$ cat config.mk
export PLATFORM = sky130hd
export DESIGN_NAME = cordic_engine
export DESIGN_NICKNAME = d
export VERILOG_FILES = /design/src/rtl/cordic_pkg.sv /design/src/rtl/cordic_atan_rom.sv /design/src/rtl/cordic_engine.sv
export SDC_FILE = /design/constraint.sdc
export NUM_CORES = 1
export LEC_CHECK = 0
export CORE_MARGIN = 3
export CORE_UTILIZATION = 30
export DETAILED_ROUTE_END_ITERATION = 16
export PLACE_DENSITY = 0.52
export SLEW_MARGIN = 5
export SYNTH_ARGS = -nofsm -noshare
export SYNTH_HDL_FRONTEND = slang
export SYNTH_SLANG_ARGS = --single-unit
$ cat constraint.sdc
create_clock -name clock -period 7.4 [get_ports clock]
set_input_delay 0.74 -clock clock [delete_from_list [all_inputs] [get_ports clock]]
set_output_delay 0.74 -clock clock [all_outputs]
set_load 0.1 [all_outputs]
$ cat src/rtl/cordic_pkg.sv
// Shared CORDIC types and constants: FSM state encoding, angle constants in
// fixed point (radians * 2^AFRAC) and the arctangent table generator.
package cordic_pkg;

  typedef enum logic [1:0] {
    ST_IDLE = 2'd0,
    ST_ITER = 2'd1,
    ST_DONE = 2'd2
  } cordic_state_e;

  localparam int AFRAC_DEF = 24;

  function automatic real pow2_real(input int e);
    real r;
    r = 1.0;
    for (int k = 0; k < e; k++) r = r * 2.0;
    return r;
  endfunction

  // atan(2^-i) from its Taylor series; i = 0 is the exact pi/4.
  function automatic real atan_real(input int i);
    real t, term, acc;
    if (i == 0) return 0.78539816339744830962;
    t = 1.0 / pow2_real(i);
    acc = 0.0;
    term = t;
    for (int k = 0; k < 30; k++) begin
      acc = acc + (((k % 2) == 1) ? -1.0 : 1.0) * term / real'(2 * k + 1);
      term = term * t * t;
    end
    return acc;
  endfunction

  function automatic longint atan_lut(input int i, input int afrac);
    return longint'(atan_real(i) * pow2_real(afrac));
  endfunction

  function automatic longint half_pi_q(input int afrac);
    return longint'(1.57079632679489661923 * pow2_real(afrac));
  endfunction

  // 1/K = prod 1/sqrt(1 + 4^-i), inverse square roots by Newton iteration.
  function automatic longint cordic_k_q(input int afrac);
    real kinv, g, y;
    kinv = 1.0;
    for (int i = 0; i < 31; i++) begin
      g = 1.0 + 1.0 / pow2_real(2 * i);
      y = 1.0;
      for (int n = 0; n < 24; n++) y = y * (1.5 - 0.5 * g * y * y);
      kinv = kinv * y;
    end
    return longint'(kinv * pow2_real(afrac));
  endfunction

  localparam longint HALF_PI    = half_pi_q(AFRAC_DEF);
  localparam longint CORDIC_K_Q = cordic_k_q(AFRAC_DEF);

endpackage

$ cat src/rtl/cordic_atan_rom.sv
// Combinational arctangent table: o_atan = round(atan(2^-i_idx) * 2^AFRAC).
module cordic_atan_rom
  import cordic_pkg::*;
#(
  parameter int WIDTH = 32,
  parameter int AFRAC = 24
) (
  input  logic [4:0]       i_idx,
  output logic [WIDTH-1:0] o_atan
);

  logic [WIDTH-1:0] w_tab [32];

  for (genvar k = 0; k < 32; k++) begin : g_entry
    localparam logic [WIDTH-1:0] ENTRY = WIDTH'(atan_lut(k, AFRAC));
    assign w_tab[k] = ENTRY;
  end

  assign o_atan = w_tab[i_idx];

endmodule

$ cat src/rtl/cordic_engine.sv
// Iterative CORDIC, one micro-rotation per clock; vectoring or rotation chosen
// per transaction. Handshakes: a transfer happens on an edge where valid && ready.
module cordic_engine
  import cordic_pkg::*;
#(
  parameter int WIDTH = 32,
  parameter int ITER  = 24,
  parameter int AFRAC = 24
) (
  input  logic             clock,
  input  logic             reset,
  input  logic             in_valid,
  output logic             in_ready,
  input  logic             mode,
  input  logic [WIDTH-1:0] x_in,
  input  logic [WIDTH-1:0] y_in,
  input  logic [WIDTH-1:0] z_in,
  output logic             out_valid,
  input  logic             out_ready,
  output logic [WIDTH-1:0] x_out,
  output logic [WIDTH-1:0] y_out,
  output logic [WIDTH-1:0] z_out,
  output logic [1:0]       o_state
);

  localparam int XW = WIDTH + 2;
  localparam logic signed [WIDTH-1:0] HP = WIDTH'(half_pi_q(AFRAC));

  cordic_state_e r_state, w_next;
  logic                    r_mode;
  logic signed [XW-1:0]    r_x, r_y;
  logic signed [WIDTH-1:0] r_z;
  logic [4:0]              r_i;
  logic [WIDTH-1:0]        r_x_out, r_y_out, r_z_out;

  logic                    w_accept, w_last, w_d;
  logic [WIDTH-1:0]        w_atan;
  logic signed [WIDTH-1:0] w_z_in;
  logic signed [XW-1:0]    w_x_ext, w_y_ext, w_fx, w_fy, w_dx, w_dy, w_nx, w_ny;
  logic signed [WIDTH-1:0] w_fz, w_nz;

  cordic_atan_rom #(.WIDTH(WIDTH), .AFRAC(AFRAC)) u_rom (
    .i_idx  (r_i),
    .o_atan (w_atan)
  );

  function automatic logic [WIDTH-1:0] sat_w(input logic signed [XW-1:0] v);
    if ((&v[XW-1:WIDTH-1]) || !(|v[XW-1:WIDTH-1])) return v[WIDTH-1:0];
    else if (v[XW-1])                               return {1'b1, {(WIDTH-1){1'b0}}};
    else                                            return {1'b0, {(WIDTH-1){1'b1}}};
  endfunction

  assign w_accept  = in_valid && (r_state == ST_IDLE);
  assign w_last    = (r_state == ST_ITER) && (r_i == 5'(ITER - 1));
  assign w_x_ext   = XW'($signed(x_in));
  assign w_y_ext   = XW'($signed(y_in));
  assign w_z_in    = $signed(z_in);
  assign in_ready  = (r_state == ST_IDLE);
  assign out_valid = (r_state == ST_DONE);
  assign x_out     = r_x_out;
  assign y_out     = r_y_out;
  assign z_out     = r_z_out;
  assign o_state   = r_state;

  // Quadrant fold brings the start vector/angle into the +-pi/2 convergence range.
  always_comb begin
    w_fx = w_x_ext;
    w_fy = w_y_ext;
    w_fz = '0;
    if (!mode) begin
      if (x_in[WIDTH-1]) begin
        if (!y_in[WIDTH-1]) begin
          w_fx = w_y_ext;
          w_fy = -w_x_ext;
          w_fz = HP;
        end else begin
          w_fx = -w_y_ext;
          w_fy = w_x_ext;
          w_fz = -HP;
        end
      end
    end else begin
      w_fz = w_z_in;
      if (w_z_in > HP) begin
        w_fx = -w_y_ext;
        w_fy = w_x_ext;
        w_fz = w_z_in - HP;
      end else if (w_z_in < -HP) begin
        w_fx = w_y_ext;
        w_fy = -w_x_ext;
        w_fz = w_z_in + HP;
      end
    end
  end

  // w_d = 1 selects x += y>>>i, y -= x>>>i, z += atan_i.
  always_comb begin
    w_dx = r_y >>> r_i;
    w_dy = r_x >>> r_i;
    w_d  = r_mode ? r_z[WIDTH-1] : !r_y[XW-1];
    if (w_d) begin
      w_nx = r_x + w_dx;
      w_ny = r_y - w_dy;
      w_nz = r_z + $signed(w_atan);
    end else begin
      w_nx = r_x - w_dx;
      w_ny = r_y + w_dy;
      w_nz = r_z - $signed(w_atan);
    end
  end

  always_comb begin
    w_next = r_state;
    case (r_state)
      ST_IDLE: if (in_valid)  w_next = ST_ITER;
      ST_ITER: if (w_last)    w_next = ST_DONE;
      ST_DONE: if (out_ready) w_next = ST_IDLE;
      default:                w_next = ST_IDLE;
    endcase
  end

  always_ff @(posedge clock or posedge reset) begin
    if (reset) r_state <= ST_IDLE;
    else       r_state <= w_next;
  end

  always_ff @(posedge clock or posedge reset) begin
    if (reset) begin
      r_mode  <= 1'b0;
      r_x     <= '0;
      r_y     <= '0;
      r_z     <= '0;
      r_i     <= '0;
      r_x_out <= '0;
      r_y_out <= '0;
      r_z_out <= '0;
    end else if (w_accept) begin
      r_mode <= mode;
      r_x    <= w_fx;
      r_y    <= w_fy;
      r_z    <= w_fz;
      r_i    <= '0;
    end else if (r_state == ST_ITER) begin
      r_x <= w_nx;
      r_y <= w_ny;
      r_z <= w_nz;
      r_i <= r_i + 5'd1;
      if (w_last) begin
        r_x_out <= sat_w(w_nx);
        r_y_out <= sat_w(w_ny);
        r_z_out <= w_nz;
      end
    end
  end

endmodule
==> results of run 1 <==
==> cell usage in the layout, fill, tap and decap left out, drive strengths merged, types with 84 or more instances in the layout <==
| cell type | Yosys | final |
|---|---|---|
| a211oi | 86 | 86 |
| a21oi | 310 | 310 |
| buf | 68 | 113 |
| clkdlybuf4s50 | 0 | 197 |
| dfrtp | 204 | 204 |
| ha | 116 | 116 |
| nand2 | 397 | 397 |
| nor2 | 316 | 316 |
| nor3 | 84 | 84 |
| o21ai | 258 | 258 |
| xnor2 | 132 | 132 |
| xor2 | 101 | 101 |
==> registers in the layout (all words and copies together) (netlist names) <==
| name | cells |
|---|---|
| r_i | 5 |
| x_out | 32 |
| r_y | 34 |
| y_out | 32 |
| o_state | 2 |
| r_mode | 1 |
| r_x | 34 |
| z_out | 32 |
| r_z | 32 |
==> per-stage QoR <==
| stage | area (um^2) | setup WS [ps] |
|---|---|---|
| 6_report | 30200 | 487 |
| 5_1_grt | 30200 | 31.2 |
| 3_5_place_dp | 29300 | 438 |
| 3_3_place_gp | 29300 | 466 |
| 2_1_floorplan | 26100 | 1090 |
| 4_1_cts | 30200 | 376 |
==> critical path: stages, from the launching register on <==
cell       delay (ps)
dfrtp_4           860
buf_4             290
mux4_2            520
a22oi_1           170
o22ai_1           110
nor3_2            280
ha_1              260
nand4_1           150
nor2_1            260
buf_4             180
a21oi_1            70
xor2_1            170
ha_1              390
a211oi_1          290
o21ai_0           190
a2111oi_0         370
nor3_1            100
buf_4             180
a31oi_1           260
o21ai_0           170
a221o_1           360
a21oi_1           190
xor3_2            400
a21oi_2           190
buf_12            220
a221o_1           160
==> what timing repair did <==
item                                    4_1_cts  5_1_grt
gates resized for setup                       0        1
endpoints found under the setup margin        0       33
buffers inserted                              0        1
==> layout make-up <==
cell class	count	share of cell area, %
Sequential cell	204	16.9
Timing Repair Buffer	310	9.77
Clock inverter	15	0.621
Multi-Input combinational cell	2825	64.6
Antenna cell	4	0.0331
Inverter	77	0.982
Tap cell	1144	4.74
Clock buffer	31	2.32
==> routing by layer <==
layer | part of all wire, % | routed length [um] | track usage, % | vias to the layer above
li1 | - | - | - | 12800
met3 | 8.6 | 10200 | 5.30 | 207
met4 | 3.5 | 4090 | 8.51 | 4
met1 | 44 | 51500 | 34.9 | 13500
met5 | 0.024 | 28 | 0 | -
met2 | 44 | 52300 | 38.7 | 1206
==> path summary, 6_finish.rpt <==
path | slack (ps) | startpoint | cells after the start | endpoint
worst max-delay path | 490 | r_i[0]$_DFFE_PP0P_ | 25 | x_out[7]$_DFFE_PP0P_
worst min-delay path | 470 | x_out[31]$_DFFE_PP0P_ | 2 | x_out[31]$_DFFE_PP0P_
worst max register to register | 490 | r_i[0]$_DFFE_PP0P_ | 25 | x_out[7]$_DFFE_PP0P_
worst min register to register | 470 | x_out[31]$_DFFE_PP0P_ | 2 | x_out[31]$_DFFE_PP0P_
max in group asynchronous | 5470 | reset | 3 | r_i[1]$_DFFE_PP0P_
min in group asynchronous | 600 | reset | 2 | z_out[4]$_DFFE_PP0P_
==> cell families (layout without fill, tap and decap cells) <==
kind of cell | count (synthesis) | in the layout | share of synthesized area (%)
buffers and inverters | 360 | 433 | 5.85
and+or+nand+nor | 1119 | 1119 | 19.9
DFF | 204 | 204 | 19.6
muxes | 171 | 171 | 10.7
other | 0 | 4 | 0
AOI/OAI and AO/OA | 1182 | 1182 | 30.3
adders and majority gates | 119 | 119 | 5.79
xor gates and xnor gates | 234 | 234 | 7.95
==> impl_metrics.json, run 1 <==
{
  "wl_mm": 118,
  "synth_most_common_cell": "nand2_1",
  "finalSetupTns_ps": 0,
  "fin_nets": 3664,
  "viasPerCell": 6.00,
  "ctsHoldBuffers": 0,
  "cp-start-kind": "flip-flop",
  "clock_latency_ps": 590,
  "finalHoldViolCount": 0,
  "numCtsBuffers": 26,
  "cp-end-kind": "flip-flop",
  "wire_per_inst_um": 25.6,
  "htree_levels": 1,
  "status": "finished, final reports clean",
  "seqCellArea_um2": 5120,
  "critPathKind": "flip-flop to flip-flop",
  "timing.final.crit_share_pct": 93.4,
  "antenna_left": 0,
  "rsz0062_at_grt": "no",
  "skew_ps": 16.2,
  "setup_viol": 0,
  "portBuffers": 200,
  "yosys.area.top_type_share_pct": 19.6,
  "synth-edff-count": 0,
  "synthToLayoutAreaGrowth_pct": 15.8,
  "synth-seq-area-share_pct": 19.6,
  "cts_max_path_buffers": 3,
  "avgSynthCellArea_um2": 7.70,
  "yosys.area.top_type": "dfrtp_1",
  "drt_first_pass_iters": 7,
  "cts_tree": "yes",
  "die_w_um": 301,
  "synth-seq-cells": 204,
  "cts_sinks": 204,
  "start_util_pct": 30.4,
  "clk_pin_slew_ps": 70,
  "synth.top_cells.by_count": "nand2_1 (397), nor2_1 (316), a21oi_1 (288), o21ai_0 (250), clkbuf_1 (214)",
  "cts-root-buf": "clkbuf_16",
  "synth_cell_types": 96,
  "drt_iter0_drc": 2901,
  "cap_viol_max_count": 0,
  "place_congestion": 1.00,
  "grt-ovfl-total": 0,
  "antenna_found_initial": 10,
  "finalMaxSlewViolations": 0,
  "grt_pass1_vias": 26000,
  "drc_errors": 0,
  "worstHoldPathType": "flip-flop to flip-flop",
  "critPathMaxFanout": 41,
  "placed_cells_incl_taps": 4559,
  "period_minus_slack_ps": 6910,
  "num_io_pins": 201,
  "max_freq_mhz": 145,
  "yosys_most_used_dff": "dfrtp_1",
  "num_rows": 107,
  "worst_slew_pin_slew_ps": 1230,
  "nFillCells": 9120,
  "hpwlAfterDp_mm": 90.8,
  "synthArstFlopShare_pct": 100,
  "grt_max_degree": 101,
  "syn_nets": 3609,
  "yosysWarnings": 0,
  "worstPathRequired_ps": 7910,
  "cp.arrival_ps": 7430,
  "num_vias": 27600,
  "utilization_pct": 35.3,
  "core_area_um2": 85700,
  "grt_pass1_wl_mm": 174,
  "syn_inst": 3389,
  "slew-limit-headroom_pct": 17.8,
  "whs_ps": 471,
  "grt_usage_pct": 25.2,
  "dieHeight_um": 301,
  "multi_input_area_um2": 19500,
  "die_area_um2": 90500,
  "netlist_area_um2": 26100,
  "synth_area_leaders": "dfrtp_1 (20%), mux4_2 (7.1%), nand2_1 (5.7%)",
  "drive_gt1_share_pct": 10.3,
  "stdcell_count": 4610
}
Power of run 1 is not shown: default switching activity piles up to over one toggle a cycle in this logic, so the estimate is an artifact.
==> inputs of run 2 (changes only) <==
- CAP_MARGIN: not set -> 20
==> run 2 against run 1 <==
Against the previous run:
- non-clock buffer count is 1 higher
- largest cell class unchanged
- utilization hardly changed
- global-route usage stayed put
- highest routed layer unchanged
==> impl_metrics.json, run 2 (synthesis results as in run 1) <==
{
  "status": "finished, final reports clean",
  "skew_ps": 20.9,
  "place_congestion": 1.00,
  "finalSetupTns_ps": 0,
  "antenna_found_initial": 10,
  "drt_first_pass_iters": 7,
  "placed_cells_incl_taps": 4559,
  "hpwlAfterDp_mm": 90.8,
  "final_cell_area_um2": 30200,
  "cts-root-buf": "clkbuf_16",
  "htree_levels": 1,
  "largest_registers": "r_x: 34 flops, r_y: 34 flops",
  "fin_nets": 3665,
  "num_io_pins": 201,
  "finalMaxSlewViolations": 0,
  "final_cell_mix": "nand2_1 (394), nor2_1 (312), a21oi_1 (287), o21ai_0 (250), dfrtp_1 (199)",
  "cp-start-kind": "flip-flop",
  "clk_pin_slew_ps": 70,
  "worst_slew_pin_slew_ps": 1010,
  "setup_viol": 0,
  "critPathKind": "flip-flop to flip-flop",
  "start_util_pct": 30.4,
  "drt_iter0_drc": 3032,
  "r2r_end": "x_out[7]$_DFFE_PP0P_",
  "ctsHoldBuffers": 0,
  "portBuffers": 200,
  "grt-ovfl-total": 0,
  "wire_per_inst_um": 25.6,
  "antenna_left": 0,
  "die_area_um2": 90500,
  "cp.arrival_ps": 7420,
  "die_w_um": 301,
  "grt_max_degree": 101,
  "period_minus_slack_ps": 6910,
  "synthToLayoutAreaGrowth_pct": 15.9,
  "cts_tree": "yes",
  "min_to": "x_out[31]$_DFFE_PP0P_",
  "drive_gt1_share_pct": 10.3,
  "core_area_um2": 85700,
  "whs_ps": 471,
  "numCtsBuffers": 26,
  "num_vias": 27800,
  "timing.final.crit_share_pct": 93.4,
  "stdcell_count": 4611,
  "cap_viol_max_count": 0,
  "cts_sinks": 204,
  "worstRegToRegCells": 25,
  "critPathMaxFanout": 41,
  "clock_latency_ps": 590,
  "max_freq_mhz": 145,
  "drc_errors": 0,
  "dpl-instance-area_um2": 29300,
  "r2r_slack_ps": 490,
  "nFillCells": 9120,
  "hp-start": "x_out[31]$_DFFE_PP0P_",
  "grt_pass1_wl_mm": 174,
  "cts_max_path_buffers": 3,
  "finalHoldViolCount": 0,
  "num_rows": 107,
  "wl_mm": 118,
  "cp-end-kind": "flip-flop",
  "layout_commonest_cell": "nand2_1",
  "rsz0062_at_grt": "no",
  "slew-limit-headroom_pct": 31.1,
  "dieHeight_um": 301,
  "worstPathRequired_ps": 7910,
  "worstHoldPathType": "flip-flop to flip-flop",
  "grt_pass1_vias": 26000,
  "grt_usage_pct": 25.2,
  "r2r_start": "r_i[0]$_DFFE_PP0P_",
  "viasPerCell": 6.02,
  "hold_depth": 2
}
[run 2: cell count changes in the layout (fill, tap and decap cells not counted), sizes merged]
cell / delta
clkbuf: +1
[run 2: timing repair]
action / CTS / global route
setup endpoints to repair: 0 / 33
buffers inserted: 0 / 1
resized for setup: 0 / 1
[run 2: worst max path at each step]
stage | slack (ps) | depth (start not counted) | end | startpoint
finish | 490 | 25 | x_out[7]$_DFFE_PP0P_ | r_i[0]$_DFFE_PP0P_
global route | 30 | 23 | y_out[27]$_DFFE_PP0P_ | r_i[0]$_DFFE_PP0P_
CTS | 380 | 24 | y_out[27]$_DFFE_PP0P_ | r_i[1]$_DFFE_PP0P_
detailed placement | 440 | 24 | y_out[27]$_DFFE_PP0P_ | r_i[1]$_DFFE_PP0P_
global placement | 470 | 24 | y_out[27]$_DFFE_PP0P_ | r_i[1]$_DFFE_PP0P_
floorplan | 1090 | 1 | o_state[0]$_DFFE_PP0P_ | reset
[run 2: layout make-up]
class | count | area, um^2 | share of cell area, %
timing repair buffer | 311 | 2960 | 9.79
multi-input combinational | 2825 | 19500 | 64.6
antenna | 4 | 10.0 | 0.0331
inverter | 77 | 297 | 0.981
tap | 1144 | 1430 | 4.74
clock buffer | 31 | 699 | 2.31
clock inverter | 15 | 188 | 0.621
sequential | 204 | 5120 | 16.9
[run 2: routing by layer]
metal  share of wire [%]  vias up  GRT usage (%)  wire length (um)
met5               0.024        -              0                28
met4                 3.5        4           8.51              4140
met3                 9.2      214           5.30             10900
met2                  44     1283           38.7             52300
met1                  43    13500           34.9             50800
li1                    -    12800              -                 -
[run 2: worst max-delay path: stages, from the launching register on]
cell	delay [ps]
dfrtp_4	870
buf_4	290
mux4_2	520
a22oi_1	170
o22ai_1	110
nor3_2	280
ha_1	260
nand4_1	150
nor2_1	270
buf_4	190
a21oi_1	70
xor2_1	170
ha_1	380
a211oi_1	290
o21ai_0	190
a2111oi_0	360
nor3_1	100
buf_4	180
a31oi_1	250
o21ai_0	170
a221o_1	360
a21oi_1	190
xor3_2	400
a21oi_2	190
buf_12	220
a221o_1	160
[run 2: per-stage QoR]
step | setup slack, ps | util, %
5_1_grt | 31.2 | 35.3
6_report | 486 | 35.3
4_1_cts | 376 | 35.2
3_3_place_gp | 466 | 34.2
3_5_place_dp | 438 | 34.2
2_1_floorplan | 1090 | -
Power of run 2 is left out for the same reason.
